$ cat src/rtl/flit_pipe_pkg.sv
// Shared types and sizing helpers for the flit skid pipeline.
package flit_pipe_pkg;
  localparam int MAX_DEPTH = 8;

  // Bit 1 is the main-valid flag, bit 0 the skid-valid flag.
  typedef enum logic [1:0] {
    EMPTY = 2'b00,
    ONE   = 2'b10,
    TWO   = 2'b11
  } stage_state_e;

  function automatic int occ_width(input int depth);
    return $clog2(2 * depth + 1);
  endfunction
endpackage

$ cat src/rtl/flit_skid_stage.sv
// One main+skid register stage; upstream ready comes straight from the skid-valid flop.
module flit_skid_stage
  import flit_pipe_pkg::*;
#(
  parameter int               WIDTH     = 32,
  parameter logic [WIDTH-1:0] RESET_VAL = '0
) (
  input  logic             clk,
  input  logic             rst,
  input  logic             flush_i,
  input  logic             up_valid_i,
  input  logic [WIDTH-1:0] up_data_i,
  output logic             up_ready_o,
  output logic             dn_valid_o,
  output logic [WIDTH-1:0] dn_data_o,
  input  logic             dn_ready_i
);
  stage_state_e     state_q, state_d;
  logic [WIDTH-1:0] m_d_q, m_d_d, s_d_q, s_d_d;
  logic             up, dn;

  assign up_ready_o = ~state_q[0];
  assign dn_valid_o = state_q[1];
  assign dn_data_o  = m_d_q;
  assign up         = up_valid_i & ~state_q[0];
  assign dn         = state_q[1] & dn_ready_i;

  always_comb begin
    state_d = state_q;
    m_d_d   = m_d_q;
    s_d_d   = s_d_q;
    unique case (state_q)
      EMPTY: if (up) begin
        state_d = ONE;
        m_d_d   = up_data_i;
      end
      ONE: begin
        if (up && !dn) begin
          state_d = TWO;
          s_d_d   = up_data_i;
        end else if (dn && !up) begin
          state_d = EMPTY;
        end else if (up && dn) begin
          m_d_d = up_data_i;
        end
      end
      TWO: if (dn) begin
        state_d = ONE;
        m_d_d   = s_d_q;
      end
      default: state_d = EMPTY;
    endcase
    // Flush drops every valid but keeps data registers quiet.
    if (flush_i) begin
      state_d = EMPTY;
      m_d_d   = m_d_q;
      s_d_d   = s_d_q;
    end
  end

  always_ff @(posedge clk or posedge rst) begin
    if (rst) begin
      state_q <= EMPTY;
      m_d_q   <= RESET_VAL;
      s_d_q   <= RESET_VAL;
    end else begin
      state_q <= state_d;
      m_d_q   <= m_d_d;
      s_d_q   <= s_d_d;
    end
  end

  a_no_skid_only: assert property (@(posedge clk) disable iff (rst)
    state_q inside {EMPTY, ONE, TWO});
endmodule

$ cat src/rtl/flit_pipe_skid.sv
// Elastic DEPTH-stage flit pipeline with occupancy count.
// Optional synchronous flush port enabled by FLIT_PIPE_FLUSH_EN.
module flit_pipe_skid
  import flit_pipe_pkg::*;
#(
  parameter int               WIDTH     = 32,
  parameter int               DEPTH     = 2,
  parameter logic [WIDTH-1:0] RESET_VAL = '0
) (
  input  logic                         clk,
  input  logic                         reset,
  input  logic                         in_valid,
  input  logic [WIDTH-1:0]             in_data,
  output logic                         in_ready,
  output logic                         out_valid,
  output logic [WIDTH-1:0]             out_data,
  input  logic                         out_ready,
`ifdef FLIT_PIPE_FLUSH_EN
  input  logic                         flush,
`endif
  output logic [occ_width(DEPTH)-1:0]  occ
);
  localparam int OW = occ_width(DEPTH);

  if (DEPTH < 1 || DEPTH > MAX_DEPTH) begin : g_bad_depth
    $error("flit_pipe_skid: DEPTH must be 1..%0d", MAX_DEPTH);
  end

  logic flush_w;
`ifdef FLIT_PIPE_FLUSH_EN
  assign flush_w = flush;
`else
  assign flush_w = 1'b0;
`endif

  logic [DEPTH:0]            v, r;
  logic [DEPTH:0][WIDTH-1:0] d;

  assign v[0]      = in_valid;
  assign d[0]      = in_data;
  assign in_ready  = r[0];
  assign out_valid = v[DEPTH];
  assign out_data  = d[DEPTH];
  assign r[DEPTH]  = out_ready;

  for (genvar i = 0; i < DEPTH; i++) begin : g_stage
    flit_skid_stage #(.WIDTH(WIDTH), .RESET_VAL(RESET_VAL)) u_stage (
      .clk       (clk),
      .rst       (reset),
      .flush_i   (flush_w),
      .up_valid_i(v[i]),
      .up_data_i (d[i]),
      .up_ready_o(r[i]),
      .dn_valid_o(v[i+1]),
      .dn_data_o (d[i+1]),
      .dn_ready_i(r[i+1])
    );
  end

  logic          in_fire, out_fire;
  logic [OW-1:0] occ_q, occ_d;

  assign in_fire  = in_valid & in_ready;
  assign out_fire = out_valid & out_ready;
  assign occ      = occ_q;

  always_comb begin
    occ_d = occ_q;
    if (flush_w)                occ_d = '0;
    else if (in_fire && !out_fire) occ_d = occ_q + OW'(1);
    else if (out_fire && !in_fire) occ_d = occ_q - OW'(1);
  end

  always_ff @(posedge clk or posedge reset) begin
    if (reset) occ_q <= '0;
    else       occ_q <= occ_d;
  end
endmodule

$ cat config.mk
export PLATFORM = sky130hd
export DESIGN_NAME = flit_pipe_skid
export DESIGN_NICKNAME = d
export VERILOG_FILES = /design/src/rtl/flit_pipe_pkg.sv /design/src/rtl/flit_skid_stage.sv /design/src/rtl/flit_pipe_skid.sv
export SDC_FILE = /design/constraint.sdc
export NUM_CORES = 1
export LEC_CHECK = 0
export BUFFER_PORTS_ARGS = -buffer_cell sky130_fd_sc_hd__buf_4
export CAP_MARGIN = 30
export CORE_ASPECT_RATIO = 1.5
export CORE_UTILIZATION = 53
export CTS_CLUSTER_DIAMETER = 30
export DETAILED_ROUTE_END_ITERATION = 10
export PLACE_DENSITY = 0.79
export SKIP_LAST_GASP = 1
export SLEW_MARGIN = 20
export SYNTH_ARGS = -nofsm -noshare
export SYNTH_HDL_FRONTEND = slang
export SYNTH_SLANG_ARGS = --single-unit
$ cat constraint.sdc
create_clock -name clk -period 3.5 [get_ports clk]
set_input_delay 0.175 -clock clk [delete_from_list [all_inputs] [get_ports clk]]
set_output_delay 0.175 -clock clk [all_outputs]
set_load 0.02 [all_outputs]
After elaboration in Yosys (flattened, before gate mapping). Index checks and enable logic that the tools add are counted. Widths: inputs -> output; s select.

$add $sub $neg: 2. Equal/unequal tests: 16. Muxes and demuxes: 23. Bitwise gates (word level): 5. Reduce and logical (&&, ||, !) cells: 22.

Operators by type and width (count): $mux 32 (10); $pmux 32 s3 (2); $mux 2 (7); $pmux 2 s3 (2); $reduce_and 6->1 (2); $ne 2x1->1 const B (5); $ne 2x2->1 const B (5); $eq 2x2->1 const B (4); $logic_and 1x1->1 (8); $mux 3 (2); $ne 3x1->1 const B (2); $reduce_and 3->1 (2); $reduce_bool 3->1 (2); $logic_not 2->1 (2); $reduce_and 2->1 (2); $add 3x1->3 const B (1); $and 1x1->1 (3); $logic_not 1->1 (3); $sub 3x1->3 const B (1); $not 1->1 (2); $reduce_bool 2->1 (1).

Register bits: 135. Input port bits: 36. Output and inout port bits: 37. Logic and storage cells: 75.

Logic depth before layout (Yosys ltp).
Word-level depth: 7. Depth in mapped cells: 8. Depth with buffers taken out: 7.

Cells and area by module. Synthesis repeated with hierarchy kept, for this count alone.

Cells, all modules: 411. Area, all modules: 6379.9 um^2.

Modules (own cells, without submodules): flit_skid_stage (g_stage[1].u_stage) (instances 1, cells each 198, area each 3106.7 um^2, seq. area each 1651.6 um^2); flit_skid_stage (g_stage[0].u_stage) (instances 1, cells each 198, area each 3103.0 um^2, seq. area each 1651.6 um^2); flit_pipe_skid (instances 1, cells each 15, area each 170.2 um^2, seq. area each 75.1 um^2).

Worst setup path before layout. Ideal clock, no wire load.

Kind: reg-to-reg. Start: reg g_stage[1].u_stage.state_q[1]. End: reg g_stage[1].u_stage.m_d_q[0]. Setup time: 125 ps. Arrival time: 2006 ps. Data required time: 3375 ps. Path slack: 1368 ps. Cell stages (with the launch flop): 8. Path buffers: 3. Period minus slack after synthesis: 2132 ps. Cell sequence: dfrtp_1 ha_1 clkbuf_1 a22o_1 or3b_1 buf_6 buf_12 mux2_4.

Cells in the longest elaborated chain, start to end: 5. Elaborated cells between the ends (all ways): 16. Classes of those cells: 7 x eq/ne; 1 x mux; 1 x bitwise; 7 x reduce/logical.

Ends and longest elaborated chain: from (decl) (RTL line flit_skid_stage.sv:18) `stage_state_e state_q, state_d;`; from (signal assigned) (RTL line flit_skid_stage.sv:67) `state_q <= state_d;`; $and 1x1->1 (RTL line flit_skid_stage.sv:26) `assign dn = state_q[1] & dn_ready_i;`; $logic_not 1->1 (RTL line flit_skid_stage.sv:38) `if (up && !dn) begin`; $logic_and 1x1->1 (RTL line flit_skid_stage.sv:38); $ne 2x2->1 (no source line); $reduce_and 6->1 (no source line); to (signal assigned) (RTL line flit_skid_stage.sv:68) `m_d_q <= m_d_d;`; to (decl) (RTL line flit_skid_stage.sv:19) `logic [WIDTH-1:0] m_d_q, m_d_d, s_d_q, s_d_d;`.

Parallel ways exist; a longest one is shown, timed or not. A chain may end at the register's enable or synchronous reset.

Final worst setup path.
Start: reg g_stage[1].u_stage.state_q[0]. End: reg g_stage[1].u_stage.m_d_q[0].

Cells in the longest elaborated chain, start to end: 6. Elaborated cells between the ends (all ways): 17. Classes of those cells: 7 x eq/ne; 1 x mux; 2 x bitwise; 7 x reduce/logical.

Ends and longest elaborated chain: $not 1->1 (RTL line flit_skid_stage.sv:25) `assign up = up_valid_i & ~state_q[0];`; $and 1x1->1 (RTL line flit_skid_stage.sv:25); $logic_not 1->1 (RTL line flit_skid_stage.sv:41) `end else if (dn && !up) begin`; $logic_and 1x1->1 (RTL line flit_skid_stage.sv:41); $ne 2x2->1 (no source line); $reduce_and 6->1 (no source line).

Parallel ways exist; a longest one is shown, timed or not.

==> results.toml <==
[critical_path]
critical_path.reg2reg.startpoint = "g_stage[1].u_stage.state_q[0]"
cp_data_arrival_time_ps = 2990
crit_path_start = "g_stage[1].u_stage.state_q[0]"
endpoint_kind = "flop"
timing.critical_path.fanout_max = 19
timing.reg2reg.worst_path_depth = 7
critical_path.reg2reg.endpoint = "g_stage[1].u_stage.dn_data_o[0]"
timing.critical_path.required_ps = 3790
timing.critical_path.from_type = "flop"
timing.reg2reg.setup_slack_ps = 800
timing.setup.critical_path_class = "flop to flop"

[place]
io_buffers = 72
dp_hpwl_um = 7730
place_congestion = 0.776
post-place-ws_ps = 829
post_place_cell_area_mm2 = 0.00692

[synthesis]
yosysWarnings = 0
ys_seq_area_share_pct = 52.3
synth_fp_nets = 481
post_synth.cell_area_avg_um2 = 15.0
mappedNetlistArea_mm2 = 0.00646
post_synth_cell_types = 26
synthCells = 432
yosys_register_bits = 135

[floorplanning]
dieHeight_um = 137
floorplan.initialDensity_pct = 54.1
rows = 49
die_x_um = 92.2
core_area_mm2 = 0.0120
die-area_mm2 = 0.0127
boundaryPins = 73

[timing]
worst_pin_slew_ps = 791
timing.final.setup_violations = 0
final_period_minus_worst_setup_slack_ps = 2700
timing.fmax_mhz = 370
skew_ps = 5.50
hold_violations = 0
maxSlewHeadroom_pct = 47.2
unrepaired_setup_endpoints_after_global_routing = "no"
final.setup.tns_ps = 0
post-route-worst-setup-slack_ps = 797
min_period_over_period_pct = 77.2
timing_max_transition_violations_final = 0

[routing]
routed_wirelength_um = 11900
antenna_violation_net_count_after_detailed_routing = 0
route.top_layer_used = "met4"
initial_drt_markers = 86
viasPerCell = 5.32
route.met3.wl_um = 390
drcViolationCount = 0
wl_per_cell_um = 18.3
met2_length_um = 6660
num_vias = 3464
detailedRoute.firstPassIterationCount = 4
met1Wirelength_um = 4590

[clock_tree]
clock_tree.htree_level_count = 4
cts.path.max_buffers = 2
numCtsBuffers = 17
cts_num_sinks = 135
cts_setup_buffers = 0
clk-insertion-delay-late_ps = 410
cts_hold_repair.buffers = 9
tritoncts = "built"
clkSlewWorstSetupHoldPaths_ps = 60
ctsResizeCount = 0
cts_root_buf = "sky130_fd_sc_hd__clkbuf_16"

[final_layout]
flow.area_growth_from_synthesis_pct = 17.3
register_area_mm2 = 0.00338
multiInputGateArea_mm2 = 0.00269
final_net_count = 536
num-fill-cells = 875
fin_area_mm2 = 0.00758
drive_above_1_share_pct = 63.3
n_antenna_cell = 0

[hold_path]
worst_hold_path.endpoint = "g_stage[0].u_stage.s_d_q[23]"
hold_path_class = "input pin to flop"
min_from = "in_data[23]"
hold_critical_path_depth = 2

[grt]
antenna_violations_before_repair = 0
grt_start_max_net_pins = 65
globalRoute.totalOverflow = 0
grt_pass1_wl_um = 19500
global_route.usage.total_pct = 20.9
first_global_vias = 3844

[pwr]
power.static_leakage_nw = 3.44
max-vdd-ir-drop_mv = 0.536
power_density_mw_per_mm2 = 1070
design_power_total_mw = 8.10

[run_status]
run_status = "finished clean"

[run]
drv.max_cap_violation_count = 0
==> layout by cell type (no fill, tap or decap), types with 3 or more instances in the layout <==
cell type / n
sky130_fd_sc_hd__mux2_2: 167
sky130_fd_sc_hd__dfrtp_1: 135
sky130_fd_sc_hd__buf_4: 79
sky130_fd_sc_hd__mux2_4: 30
sky130_fd_sc_hd__clkbuf_16: 17
sky130_fd_sc_hd__ha_1: 10
sky130_fd_sc_hd__dlygate4sd3_1: 9
sky130_fd_sc_hd__inv_1: 6
sky130_fd_sc_hd__clkbuf_8: 5
sky130_fd_sc_hd__a21oi_1: 4
sky130_fd_sc_hd__clkinvlp_4: 4
sky130_fd_sc_hd__clkinv_2: 4
sky130_fd_sc_hd__nor2_1: 3
sky130_fd_sc_hd__xnor2_1: 3
==> critical path, cell delays in order, from the launching register on <==
cell and delay (ps):
sky130_fd_sc_hd__dfrtp_1 450, sky130_fd_sc_hd__inv_1 120, sky130_fd_sc_hd__ha_1 220, sky130_fd_sc_hd__and3_1 160, sky130_fd_sc_hd__o22ai_1 150, sky130_fd_sc_hd__or3b_2 800
sky130_fd_sc_hd__buf_4 360, sky130_fd_sc_hd__mux2_4 320
==> metal layers <==
layer  up-vias  track usage, %
met2        69            38.2
met3        20            4.19
met1      1781            23.4
li1       1594               -
met5         -               0
met4         0            9.20
==> cell usage after synthesis <==
library cell,count,area share (%)
sky130_fd_sc_hd__a211o_1,1,0.14
sky130_fd_sc_hd__a21o_1,1,0.12
sky130_fd_sc_hd__a21oi_1,4,0.31
sky130_fd_sc_hd__a22o_1,1,0.14
sky130_fd_sc_hd__and3_1,1,0.097
sky130_fd_sc_hd__buf_12,3,0.93
sky130_fd_sc_hd__buf_2,4,0.31
sky130_fd_sc_hd__buf_4,32,3.7
sky130_fd_sc_hd__buf_6,1,0.17
sky130_fd_sc_hd__clkbuf_1,14,0.81
sky130_fd_sc_hd__dfrtp_1,135,52
sky130_fd_sc_hd__fa_1,1,0.31
sky130_fd_sc_hd__ha_1,12,2.3
sky130_fd_sc_hd__inv_1,7,0.41
sky130_fd_sc_hd__mux2_2,167,29
sky130_fd_sc_hd__mux2_4,30,7.0
sky130_fd_sc_hd__nand2_1,2,0.12
sky130_fd_sc_hd__nand2b_4,1,0.21
sky130_fd_sc_hd__nand3_1,2,0.15
sky130_fd_sc_hd__nor2_1,3,0.17
sky130_fd_sc_hd__nor2b_1,2,0.19
sky130_fd_sc_hd__o22ai_1,1,0.097
sky130_fd_sc_hd__o2bb2ai_1,1,0.14
sky130_fd_sc_hd__or3b_1,1,0.14
sky130_fd_sc_hd__xnor2_1,3,0.41
sky130_fd_sc_hd__xor2_1,2,0.27
==> registers in the layout (all words and copies together), names as in the netlist <==
| signal | count |
|---|---|
| g_stage.u_stage.state_q | 4 |
| occ | 3 |
| g_stage.u_stage.s_d_q | 64 |
| g_stage.u_stage.dn_data_o | 64 |
==> power breakdown <==
part | total (mW) | internal (mW) | switching, mW
clock | 1.68 | 1.06 | 0.621
combinational | 3.51 | 2.06 | 1.44
sequential | 2.91 | 2.40 | 0.511
==> area by class of cell <==
type / count / share of cell area (%)
Timing Repair Buffer: 90 / 9.54
Inverter: 7 / 0.396
Clock inverter: 8 / 0.957
Sequential cell: 135 / 44.6
Clock buffer: 22 / 6.52
Multi-Input combinational cell: 236 / 35.5
Tap cell: 153 / 2.53
==> worst max-delay path by stage <==
stage                                                   to  slack, ps  depth (start not counted)
after floorplan            g_stage[1].u_stage.dn_data_o[0]       1370                          7
after global placement    g_stage[1].u_stage.dn_data_o[14]        960                          7
after detailed placement  g_stage[1].u_stage.dn_data_o[13]        830                          7
after CTS                 g_stage[1].u_stage.dn_data_o[13]        800                          7
after global routing       g_stage[1].u_stage.dn_data_o[0]        700                          7
final                      g_stage[1].u_stage.dn_data_o[0]        800                          7
==> cells by family (layout without fill, tap and decap cells) <==
group                      after synthesis  in the layout  synth area share, %
and+or+nand+nor                         12             12                 1.08
buffers and inverters                   61            127                 6.35
muxes                                  197            197                 36.1
xor gates and xnor gates                 5              5                0.678
DFF                                    135            135                 52.3
AOI/OAI and AO/OA                        9              9                0.929
adders and majority gates               13             13                 2.63
==> per-stage QoR <==
| stage | cells | utilization [%] | hold slack (ps) |
|---|---|---|---|
| after floorplan | 432 | - | 326 |
| after global placement | 611 | 57.7 | 417 |
| after detailed placement | 612 | 57.9 | 280 |
| after CTS | 651 | 63.4 | 0.359 |
| after global routing | 651 | 63.4 | 4.25 |
| final | 651 | 63.4 | 10.0 |
Note: power is estimated with default switching activity, not from simulation.
